<file path="src/rtl/sram_word_ctrl_if.sv">
// CPU-side PicoRV32 native memory bus bundle.
// master: CPU drives valid/addr/wdata/wstrb; slave: controller returns ready/rdata.
interface sram_word_ctrl_if;
    logic        mem_valid;
    logic        mem_ready;
    logic [31:0] mem_addr;
    logic [31:0] mem_wdata;
    logic [3:0]  mem_wstrb;
    logic [31:0] mem_rdata;

    modport master (
        output mem_valid, mem_addr, mem_wdata, mem_wstrb,
        input  mem_ready, mem_rdata
    );
    modport slave (
        input  mem_valid, mem_addr, mem_wdata, mem_wstrb,
        output mem_ready, mem_rdata
    );
endinterface

</file>
<file path="src/rtl/sram_word_ctrl.sv">
// 32-bit PicoRV32 bus to 256K x 16 async SRAM bridge; lo/hi halfword cycles, RMW for partial writes.
// Ports: clk, rst (sync, active-high), bus (slave side of CPU bus), sram_* pins (SA/SD/CS_N/OE_N/WE_N).
module sram_word_ctrl #(
    parameter int ACCESS_CYCLES = 2,
    parameter int SRAM_ADDR_W   = 18
) (
    input  logic                   clk,
    input  logic                   rst,
    sram_word_ctrl_if.slave        bus,
    output logic [SRAM_ADDR_W-1:0] sram_addr,
    input  logic [15:0]            sram_data_in,
    output logic [15:0]            sram_data_out,
    output logic                   sram_data_oe,
    output logic                   sram_cs_n,
    output logic                   sram_oe_n,
    output logic                   sram_we_n
);
    typedef enum logic [2:0] {
        IDLE, RD, WR_SETUP, WR_PULSE, WR_HOLD, DONE
    } state_t;

    localparam logic [3:0] LAST = 4'(ACCESS_CYCLES - 1);

    state_t                 state_q, state_d;
    logic                   phase_q, phase_d;
    logic [3:0]             cnt_q, cnt_d;
    logic [SRAM_ADDR_W-1:0] base_q, base_d;
    logic [SRAM_ADDR_W-1:0] sram_addr_q, sram_addr_d;
    logic [15:0]            sram_data_out_q, sram_data_out_d;
    logic [31:0]            wdata_q, wdata_d;
    logic [3:0]             wstrb_q, wstrb_d;
    logic [31:0]            mem_rdata_q, mem_rdata_d;

    logic                   start, start_hi, hi_skip;
    logic [SRAM_ADDR_W-1:0] st_base;
    logic [31:0]            st_wdata;
    logic [3:0]             st_wstrb;
    logic [1:0]             lane_s, start_s;
    logic [15:0]            lane_w, merged;

    logic unused_addr;
    assign unused_addr = ^{bus.mem_addr[31:SRAM_ADDR_W+1], bus.mem_addr[1:0]};

    always_comb begin
        state_d         = state_q;
        phase_d         = phase_q;
        cnt_d           = cnt_q;
        base_d          = base_q;
        sram_addr_d     = sram_addr_q;
        sram_data_out_d = sram_data_out_q;
        wdata_d         = wdata_q;
        wstrb_d         = wstrb_q;
        mem_rdata_d     = mem_rdata_q;
        start           = 1'b0;
        start_hi        = 1'b0;
        st_base         = base_q;
        st_wdata        = wdata_q;
        st_wstrb        = wstrb_q;
        lane_s          = phase_q ? wstrb_q[3:2] : wstrb_q[1:0];
        lane_w          = phase_q ? wdata_q[31:16] : wdata_q[15:0];
        // strobed bytes from the CPU win over the value just read back
        merged = {lane_s[1] ? lane_w[15:8] : sram_data_in[15:8],
                  lane_s[0] ? lane_w[7:0]  : sram_data_in[7:0]};
        // a write with no hi-lane strobes needs no hi SRAM cycle
        hi_skip = (wstrb_q != 4'b0000) && (wstrb_q[3:2] == 2'b00);

        unique case (state_q)
            IDLE: begin
                if (bus.mem_valid) begin
                    st_base  = {bus.mem_addr[SRAM_ADDR_W:2], 1'b0};
                    st_wdata = bus.mem_wdata;
                    st_wstrb = bus.mem_wstrb;
                    base_d   = st_base;
                    wdata_d  = st_wdata;
                    wstrb_d  = st_wstrb;
                    start    = 1'b1;
                    start_hi = (bus.mem_wstrb != 4'b0000) &&
                               (bus.mem_wstrb[1:0] == 2'b00);
                end
            end
            RD: begin
                if (cnt_q == LAST) begin
                    if (wstrb_q == 4'b0000) begin
                        if (phase_q) begin
                            mem_rdata_d[31:16] = sram_data_in;
                            state_d = DONE;
                        end else begin
                            mem_rdata_d[15:0] = sram_data_in;
                            start    = 1'b1;
                            start_hi = 1'b1;
                        end
                    end else begin
                        sram_data_out_d = merged;
                        state_d = WR_SETUP;
                        cnt_d   = 4'd0;
                    end
                end else begin
                    cnt_d = cnt_q + 4'd1;
                end
            end
            WR_SETUP: begin
                state_d = WR_PULSE;
                cnt_d   = 4'd0;
            end
            WR_PULSE: begin
                if (cnt_q == LAST) state_d = WR_HOLD;
                else cnt_d = cnt_q + 4'd1;
            end
            WR_HOLD: begin
                if (phase_q || hi_skip) begin
                    state_d = DONE;
                end else begin
                    start    = 1'b1;
                    start_hi = 1'b1;
                end
            end
            DONE: state_d = IDLE;
            default: state_d = IDLE;
        endcase

        // shared entry into a halfword phase
        start_s = start_hi ? st_wstrb[3:2] : st_wstrb[1:0];
        if (start) begin
            phase_d     = start_hi;
            cnt_d       = 4'd0;
            sram_addr_d = st_base | SRAM_ADDR_W'(start_hi);
            if (start_s == 2'b11) begin
                state_d = WR_SETUP;
                sram_data_out_d = start_hi ? st_wdata[31:16] : st_wdata[15:0];
            end else begin
                state_d = RD;
            end
        end
    end

    always_comb begin
        sram_cs_n     = 1'b1;
        sram_oe_n     = 1'b1;
        sram_we_n     = 1'b1;
        sram_data_oe  = 1'b0;
        bus.mem_ready = 1'b0;
        unique case (state_q)
            RD: begin
                sram_cs_n = 1'b0;
                sram_oe_n = 1'b0;
            end
            WR_SETUP, WR_HOLD: begin
                sram_cs_n    = 1'b0;
                sram_data_oe = 1'b1;
            end
            WR_PULSE: begin
                sram_cs_n    = 1'b0;
                sram_we_n    = 1'b0;
                sram_data_oe = 1'b1;
            end
            DONE: bus.mem_ready = 1'b1;
            default: ;
        endcase
    end

    assign sram_addr     = sram_addr_q;
    assign sram_data_out = sram_data_out_q;
    assign bus.mem_rdata = mem_rdata_q;

    always_ff @(posedge clk) begin
        if (rst) begin
            state_q         <= IDLE;
            phase_q         <= 1'b0;
            cnt_q           <= 4'd0;
            base_q          <= '0;
            sram_addr_q     <= '0;
            sram_data_out_q <= 16'h0000;
            wdata_q         <= 32'h0;
            wstrb_q         <= 4'h0;
            mem_rdata_q     <= 32'h0;
        end else begin
            state_q         <= state_d;
            phase_q         <= phase_d;
            cnt_q           <= cnt_d;
            base_q          <= base_d;
            sram_addr_q     <= sram_addr_d;
            sram_data_out_q <= sram_data_out_d;
            wdata_q         <= wdata_d;
            wstrb_q         <= wstrb_d;
            mem_rdata_q     <= mem_rdata_d;
        end
    end
endmodule

</file>
<file path="src/flat_wrapper.sv">
// flat-port wrapper written by rule: the top's interface ports become plain ports
module sram_word_ctrl_flat 
#(
    parameter int ACCESS_CYCLES = 2,
    parameter int SRAM_ADDR_W   = 18
)
  (clk, rst, sram_addr, sram_data_in, sram_data_out, sram_data_oe, sram_cs_n, sram_oe_n, sram_we_n, bus_mem_valid, bus_mem_addr, bus_mem_wdata, bus_mem_wstrb, bus_mem_ready, bus_mem_rdata);
  sram_word_ctrl_if bus_i ();
  input  logic clk;
  input  logic rst;
  output logic [SRAM_ADDR_W-1:0] sram_addr;
  input  logic [15:0] sram_data_in;
  output logic [15:0] sram_data_out;
  output logic sram_data_oe;
  output logic sram_cs_n;
  output logic sram_oe_n;
  output logic sram_we_n;
  input wire logic [$bits(bus_i.mem_valid)-1:0] bus_mem_valid;
  input wire logic [$bits(bus_i.mem_addr)-1:0] bus_mem_addr;
  input wire logic [$bits(bus_i.mem_wdata)-1:0] bus_mem_wdata;
  input wire logic [$bits(bus_i.mem_wstrb)-1:0] bus_mem_wstrb;
  output wire logic [$bits(bus_i.mem_ready)-1:0] bus_mem_ready;
  output wire logic [$bits(bus_i.mem_rdata)-1:0] bus_mem_rdata;
  assign bus_i.mem_valid = bus_mem_valid;
  assign bus_i.mem_addr = bus_mem_addr;
  assign bus_i.mem_wdata = bus_mem_wdata;
  assign bus_i.mem_wstrb = bus_mem_wstrb;
  assign bus_mem_ready = bus_i.mem_ready;
  assign bus_mem_rdata = bus_i.mem_rdata;
  sram_word_ctrl #(.ACCESS_CYCLES(ACCESS_CYCLES), .SRAM_ADDR_W(SRAM_ADDR_W)) u_core (.clk(clk), .rst(rst), .bus(bus_i), .sram_addr(sram_addr), .sram_data_in(sram_data_in), .sram_data_out(sram_data_out), .sram_data_oe(sram_data_oe), .sram_cs_n(sram_cs_n), .sram_oe_n(sram_oe_n), .sram_we_n(sram_we_n));
endmodule
</file>
<file path="config.mk">
export PLATFORM = sky130hd
export DESIGN_NAME = sram_word_ctrl_flat
export DESIGN_NICKNAME = d
export VERILOG_FILES = /design/src/rtl/sram_word_ctrl_if.sv /design/src/rtl/sram_word_ctrl.sv /design/src/flat_wrapper.sv
export SDC_FILE = /design/constraint.sdc
export NUM_CORES = 1
export LEC_CHECK = 0
export CAP_MARGIN = 40
export CORE_MARGIN = 2
export CORE_UTILIZATION = 45
export CTS_BUF_LIST = sky130_fd_sc_hd__clkbuf_8
export DETAILED_ROUTE_END_ITERATION = 6
export PLACE_DENSITY = 0.75
export SLEW_MARGIN = 20
export SYNTH_ARGS = -nofsm -noshare
export SYNTH_HDL_FRONTEND = slang
export SYNTH_SLANG_ARGS = --single-unit
</file>
<file path="constraint.sdc">
create_clock -name clk -period 4.3 [get_ports clk]
set_input_delay 0.43 -clock clk [delete_from_list [all_inputs] [get_ports clk]]
set_output_delay 0.43 -clock clk [all_outputs]
set_load 0.03 [all_outputs]
</file>
==> flow_metrics.tcl, run 1 <==
set metrics [dict create \
    status "finished, final reports clean" \
    fp.dieW_um 118 \
    fin_tns_setup_ps 0 \
    relSlewSlack 0.446 \
    timing.final.hold_violations 0 \
    dieHeight_um 118 \
    arrival_ps 3310 \
    grt_pass1_wl_um 27200 \
    drc_errors 0 \
    clockRootBuffer "clkbuf_8" \
    track_usage 0.239 \
    clock_path_buffers 2 \
    async_reset_ff_frac 0 \
    seq_area_frac_synth 0.432 \
    drt-initial-drc-count 416 \
    dpl.hpwl_um 11400 \
    via_count 5568 \
    setup_viol 0 \
    synth_ff_type "dfxtp_1" \
    cts_post_setup_buffers_inserted 0 \
    syn2layout_area_growth_pct 33.6 \
    wire_per_inst_um 16.9 \
    cellPowerDensity_nw_per_um2 391 \
    yosysUniqueCellTypes 52 \
    htree_levels 4 \
    syn_area_um2 5880 \
    first_global_vias 5601 \
    path_clk_slew_ps 70 \
    rsz0062_at_grt "false" \
    end_kind "flop" \
    pin_count 158 \
    drv_cap 0 \
    fin_crit_sh 0.700 \
    clock_skew_ps 7.52 \
    fin_cells 999 \
    min_period_ps 3010 \
    tightest_slew_ps 830 \
    syn-num-nets 784 \
    synth-edff-count 0 \
    grt.overflow.total 0 \
    yosysWarningCount 0 \
    synth_cells 695 \
    insertion_delay_ps 440 \
    drive_gt1_frac 0.0992 \
    tritoncts "yes" \
    peakVddDrop_mv 0.229 \
    rows 41 \
    port_buffers 142 \
    slew_viol_final 0 \
    antenna_found_initial 0 \
    core_um2 12700 \
    cp_max_fo 20 \
    cts_resized 0 \
    grt_max_degree 71 \
    layout.nets 903 \
    critPathKind "flop to flop" \
    drt_wl_total_um 16900 \
    hp-class "flop to flop" \
    viasPerCell 5.57 \
    p_leak_nw 3.07 \
    holdBufCountCts 0 \
    die-area_um2 14000 \
    ys_ff_latch 127 \
    cp-start-kind "flop" \
    finalWeightedCongestion 0.833 \
    max_freq_ghz 0.332 \
    synth_area_per_cell_um2 8.46 \
    drt-pass1-iter-count 5 \
    cts_inserted_buffers 17 \
    critPathRequiredTime_ps 4600 \
    antenna_left 0 \
    start_util 0.464 \
    insertedDiodeCount 0 \
    dp_cells 967 \
    clock-sinks 127 \
]
-- Yosys cell counts (all sizes together), types with 3 or more instances --
master	instances	area share
nand2	148	0.094
dfxtp	127	0.43
a21oi	92	0.078
nor2	55	0.035
a211oi	47	0.062
clkbuf	42	0.027
mux2i	35	0.060
o22a	17	0.025
and3	16	0.017
buf	15	0.013
mux2	15	0.033
nor2b	15	0.016
o32ai	15	0.031
o21ai	6	0.0051
nand3	4	0.0034
or3	4	0.0043
a31oi	3	0.0032
nand3b	3	0.0038
nor4	3	0.0079
or2	3	0.0032
-- cell families (layout without fill, tap and decap cells) --
logic type                 after synthesis  after routing  synth area share
and+or+nand+nor                        266            266             0.208
buffers and inverters                   59            191            0.0409
xor gates and xnor gates                 1              1           0.00149
adders and majority gates                2              2           0.00425
AOI/OAI and AO/OA                      190            190             0.221
DFF                                    127            127             0.432
muxes                                   50             50            0.0928
-- placed cells by master, fill, tap and decap left out, drive strengths merged, types with 4 or more instances in the layout --
| master | Yosys | layout |
|---|---|---|
| nand2 | 148 | 148 |
| clkdlybuf4s50 | 0 | 141 |
| dfxtp | 127 | 127 |
| a21oi | 92 | 92 |
| nor2 | 55 | 55 |
| a211oi | 47 | 47 |
| mux2i | 35 | 35 |
| o22a | 17 | 17 |
| clkbuf | 42 | 17 |
| and3 | 16 | 16 |
| buf | 15 | 16 |
| nor2b | 15 | 15 |
| mux2 | 15 | 15 |
| o32ai | 15 | 15 |
| clkinv | 0 | 7 |
| o21ai | 6 | 6 |
| inv | 2 | 4 |
| nand3 | 4 | 4 |
| or3 | 4 | 4 |
| bufinv | 0 | 4 |
-- layer usage --
| metal | share of wire | track usage | vias up | routed length, µm |
|---|---|---|---|---|
| met5 | 0 | 0 | - | 0 |
| met4 | 0.017 | 0.0911 | 0 | 293 |
| met3 | 0.059 | 0.0458 | 27 | 994 |
| met2 | 0.50 | 0.411 | 185 | 8350 |
| met1 | 0.43 | 0.296 | 2663 | 7220 |
| li1 | - | - | 2693 | - |
-- sequential cells by signal, summed over array words and instances (netlist names) --
register / cells
u_core.cnt_q: 4
u_core.wstrb_q: 4
u_core.bus.mem_rdata: 32
u_core.wdata_q: 32
u_core.sram_addr: 18
u_core.sram_data_out: 16
u_core.state_q: 3
u_core.phase_q: 1
u_core.base_q: 17
-- path summary, 6_finish.rpt --
check / from / endpoint / slack, ps / depth (start not counted)
min reg2reg: u_core.bus.mem_rdata[7] / u_core.bus.mem_rdata[7] / 460 / 2
max: u_core.wstrb_q[1] / u_core.sram_data_out[8] / 1290 / 5
min: u_core.bus.mem_rdata[7] / u_core.bus.mem_rdata[7] / 460 / 2
max reg2reg: u_core.wstrb_q[1] / u_core.sram_data_out[8] / 1290 / 5
-- power by group --
part | internal [mW] | leakage, nW | total [mW] | switching (mW)
clock | 0.618 | 0.217 | 1.08 | 0.462
sequential | 1.26 | 1.04 | 1.34 | 0.0761
combinational | 0.289 | 1.81 | 0.651 | 0.362
-- through the flow --
stage / utilization / setup slack [ps] / hold slack (ps) / total power [mW] / area (µm²)
2_1_floorplan: - / 2100 / 432 / 1.75 / 5880
3_3_place_gp: 0.583 / 1120 / 442 / 1.98 / 7390
3_5_place_dp: 0.587 / 1130 / 447 / 2.01 / 7440
4_1_cts: 0.620 / 1350 / 448 / 3.08 / 7850
5_1_grt: 0.620 / 1140 / 472 / 3.19 / 7850
6_report: 0.620 / 1290 / 456 / 3.07 / 7850
-- worst max-delay path, stage by stage (launching register included) --
cell and delay, ps:
dfxtp_1 840, or2_2 270, a211o_1 520, nand2_1 600, a211oi_1 510, o32ai_2 110
-- area by class of cell --
cell class | instances | area (µm²)
Tap cell | 172 | 215
Inverter | 2 | 7.51
Sequential cell | 127 | 2540
Clock buffer | 17 | 234
Multi-Input combinational cell | 509 | 3120
Clock inverter | 15 | 178
Fill cell | 1084 | 4820
Timing Repair Buffer | 157 | 1560
No activity file was read; power rests on OpenSTA's default activity.
==> run 2: changes to the inputs <==
==> constraint.sdc (replaced) <==
create_clock -name clk -period 3.1 [get_ports clk]
set_input_delay 0.31 -clock clk [delete_from_list [all_inputs] [get_ports clk]]
set_output_delay 0.31 -clock clk [all_outputs]
set_load 0.03 [all_outputs]
==> run 2 against run 1 <==
Against the previous run: setup slack got worse by 1000 ps; clock power increased by 16%; sequential share of layout area increased by 0.083 points; critical path depth increased by 1; count of clock-buffer cells in the layout unchanged; hold slack got worse by 21 ps; global-route usage increased by 0.62 points; final cell count increased by 0.90%; non-clock buffer count increased by 9; via count increased by 1.6%; flip-flop and latch count unchanged; power increased by 31%; largest power group unchanged; largest cell class unchanged.
==> flow_metrics.tcl, run 2 (same netlist as run 1, synthesis figures left out) <==
set metrics [dict create \
    status "finished, final reports clean" \
    hp-class "input pin to flop" \
    drt-initial-drc-count 491 \
    rsz0062_at_grt "false" \
    drc_errors 0 \
    final_cell_mix "nand2_1, clkdlybuf4s50_1, dfxtp_1, a21oi_1, nor2_1" \
    track_usage 0.245 \
    min_period_ps 2830 \
    fillers 1097 \
    via_count 5658 \
    relSlewSlack 0.460 \
    insertedDiodeCount 0 \
    cp-start-kind "flop" \
    port_buffers 142 \
    holdBufCountCts 0 \
    dieHeight_um 118 \
    clockRootBuffer "clkbuf_8" \
    cp_max_fo 19 \
    max_freq_ghz 0.354 \
    setup_ws_ps 274 \
    fin_crit_sh 0.912 \
    finalWeightedCongestion 0.847 \
    htree_levels 4 \
    drive_gt1_frac 0.111 \
    clock-sinks 127 \
    path_cells "nor3b_2 > and4b_1 > buf_4 > o22ai_2 > a21o_1 > o32ai_1" \
    insertion_delay_ps 450 \
    critPathKind "flop to flop" \
    pin_count 158 \
    total_power_mw 4.02 \
    start_util 0.464 \
    cts_post_setup_buffers_inserted 0 \
    grt.overflow.total 0 \
    rows 41 \
    dp_cells 976 \
    arrival_ps 3170 \
    rr_worst_depth 6 \
    tritoncts "yes" \
    path_clk_slew_ps 80 \
    antenna_left 0 \
    drv_cap 0 \
    critical-path-slowest-cell "dfxtp_1" \
    ff_latch_area_um2 2540 \
    worst_path_largest_cell_delay_ps 630 \
    viasPerCell 5.61 \
    drt-pass1-iter-count 5 \
    dpl.hpwl_um 11500 \
    fin_tns_setup_ps 0 \
    critPathRequiredTime_ps 3450 \
    clock_skew_ps 10.0 \
    min-delay-start "bus_mem_addr[2]" \
    peakVddDrop_mv 0.333 \
    fin_cells 1008 \
    end_kind "flop" \
    syn2layout_area_growth_pct 33.2 \
    cellPowerDensity_nw_per_um2 513 \
    cp-startpoint "u_core.state_q[0]" \
    antenna_found_initial 0 \
    grt_max_degree 56 \
    cts_inserted_buffers 17 \
    grt_pass1_wl_um 27800 \
    worstHoldEndpoint "u_core.base_q[1]" \
    setup_viol 0 \
    rrSetupSlack_ps 270 \
    core_um2 12700 \
    layout.nets 912 \
    r2r-start "u_core.state_q[0]" \
    slew_viol_final 0 \
    first_global_vias 5668 \
    cts_resized 0 \
    dp_slack_ps 358 \
    rr_endpoint "u_core.sram_data_out[6]" \
    tightest_slew_ps 810 \
    wire_per_inst_um 16.9 \
    multiInputGateArea_um2 3120 \
    drt_wl_total_um 17000 \
    clock_path_buffers 2 \
    fp.dieW_um 118 \
    die-area_um2 14000 \
    timing.final.hold_violations 0 \
    min_path_cells 3 \
    final_common_cell "nand2_1" \
    p_leak_nw 3.05 \
]
run 2: cell types whose count changed in the layout (fill, tap and decap cells not counted), sizes merged:
| cell | change |
|---|---|
| clkinvlp | +3 |
| buf | +9 |
| bufinv | -4 |
| inv | +1 |
run 2: area by class of cell:
| cell class | count | share of cell area |
|---|---|---|
| clock buffer | 17 | 0.0299 |
| clock inverter | 15 | 0.0145 |
| inverter | 2 | 0.000958 |
| timing repair buffer | 166 | 0.205 |
| tap | 172 | 0.0275 |
| sequential | 127 | 0.325 |
| multi-input combinational | 509 | 0.398 |
run 2: per-layer routing:
| layer | wire (µm) | track usage | up-vias | share of wire |
|---|---|---|---|---|
| met5 | 0 | 0 | - | 0 |
| met4 | 449 | 0.117 | 0 | 0.026 |
| met3 | 934 | 0.0526 | 41 | 0.055 |
| met2 | 8290 | 0.405 | 201 | 0.49 |
| met1 | 7330 | 0.305 | 2704 | 0.43 |
| li1 | - | - | 2712 | - |
run 2: per-stage QoR:
stage / hold slack (ps) / area [µm²] / util
2_1_floorplan: 432 / 5880 / -
3_3_place_gp: 443 / 7470 / 0.590
4_1_cts: 417 / 7830 / 0.618
5_1_grt: 446 / 7830 / 0.618
6_report: 435 / 7830 / 0.618
3_5_place_dp: 449 / 7490 / 0.591
run 2: report_power, final:
group	leakage [nW]	switching (mW)	internal [mW]
Sequential	1.04	0.0844	1.75
Combinational	1.85	0.527	0.409
Clock	0.165	0.697	0.556
run 2: how the worst max path moves through the flow:
stage                     slack (ps)  cells after the start                        to
after floorplan                  900                      8  u_core.sram_data_out[10]
after detailed placement         360                      6   u_core.sram_data_out[6]
after CTS                        330                      6   u_core.sram_data_out[6]
final                            270                      6   u_core.sram_data_out[6]
after global routing              80                      6   u_core.sram_data_out[7]
after global placement           400                      6   u_core.sram_data_out[5]
run 2: critical path, delay by kind of cell, from the launching register on:
| kind | cells | cell delay, ps |
|---|---|---|
| flops | 1 | 630 |
| buf+inv | 1 | 280 |
| compound gates | 3 | 1040 |
| simple gates | 2 | 770 |
==> run 3: changes to the inputs <==
--- a/config.mk
+++ b/config.mk
@@ -9,6 +9,7 @@
 export CORE_MARGIN = 2
 export CORE_UTILIZATION = 45
 export CTS_BUF_LIST = sky130_fd_sc_hd__clkbuf_8
+export CTS_CLUSTER_DIAMETER = 120
 export DETAILED_ROUTE_END_ITERATION = 6
 export PLACE_DENSITY = 0.75
 export SLEW_MARGIN = 20
==> results of run 3 <==
Same layout as run 2: the final DEF is identical, and so are final timing and power.
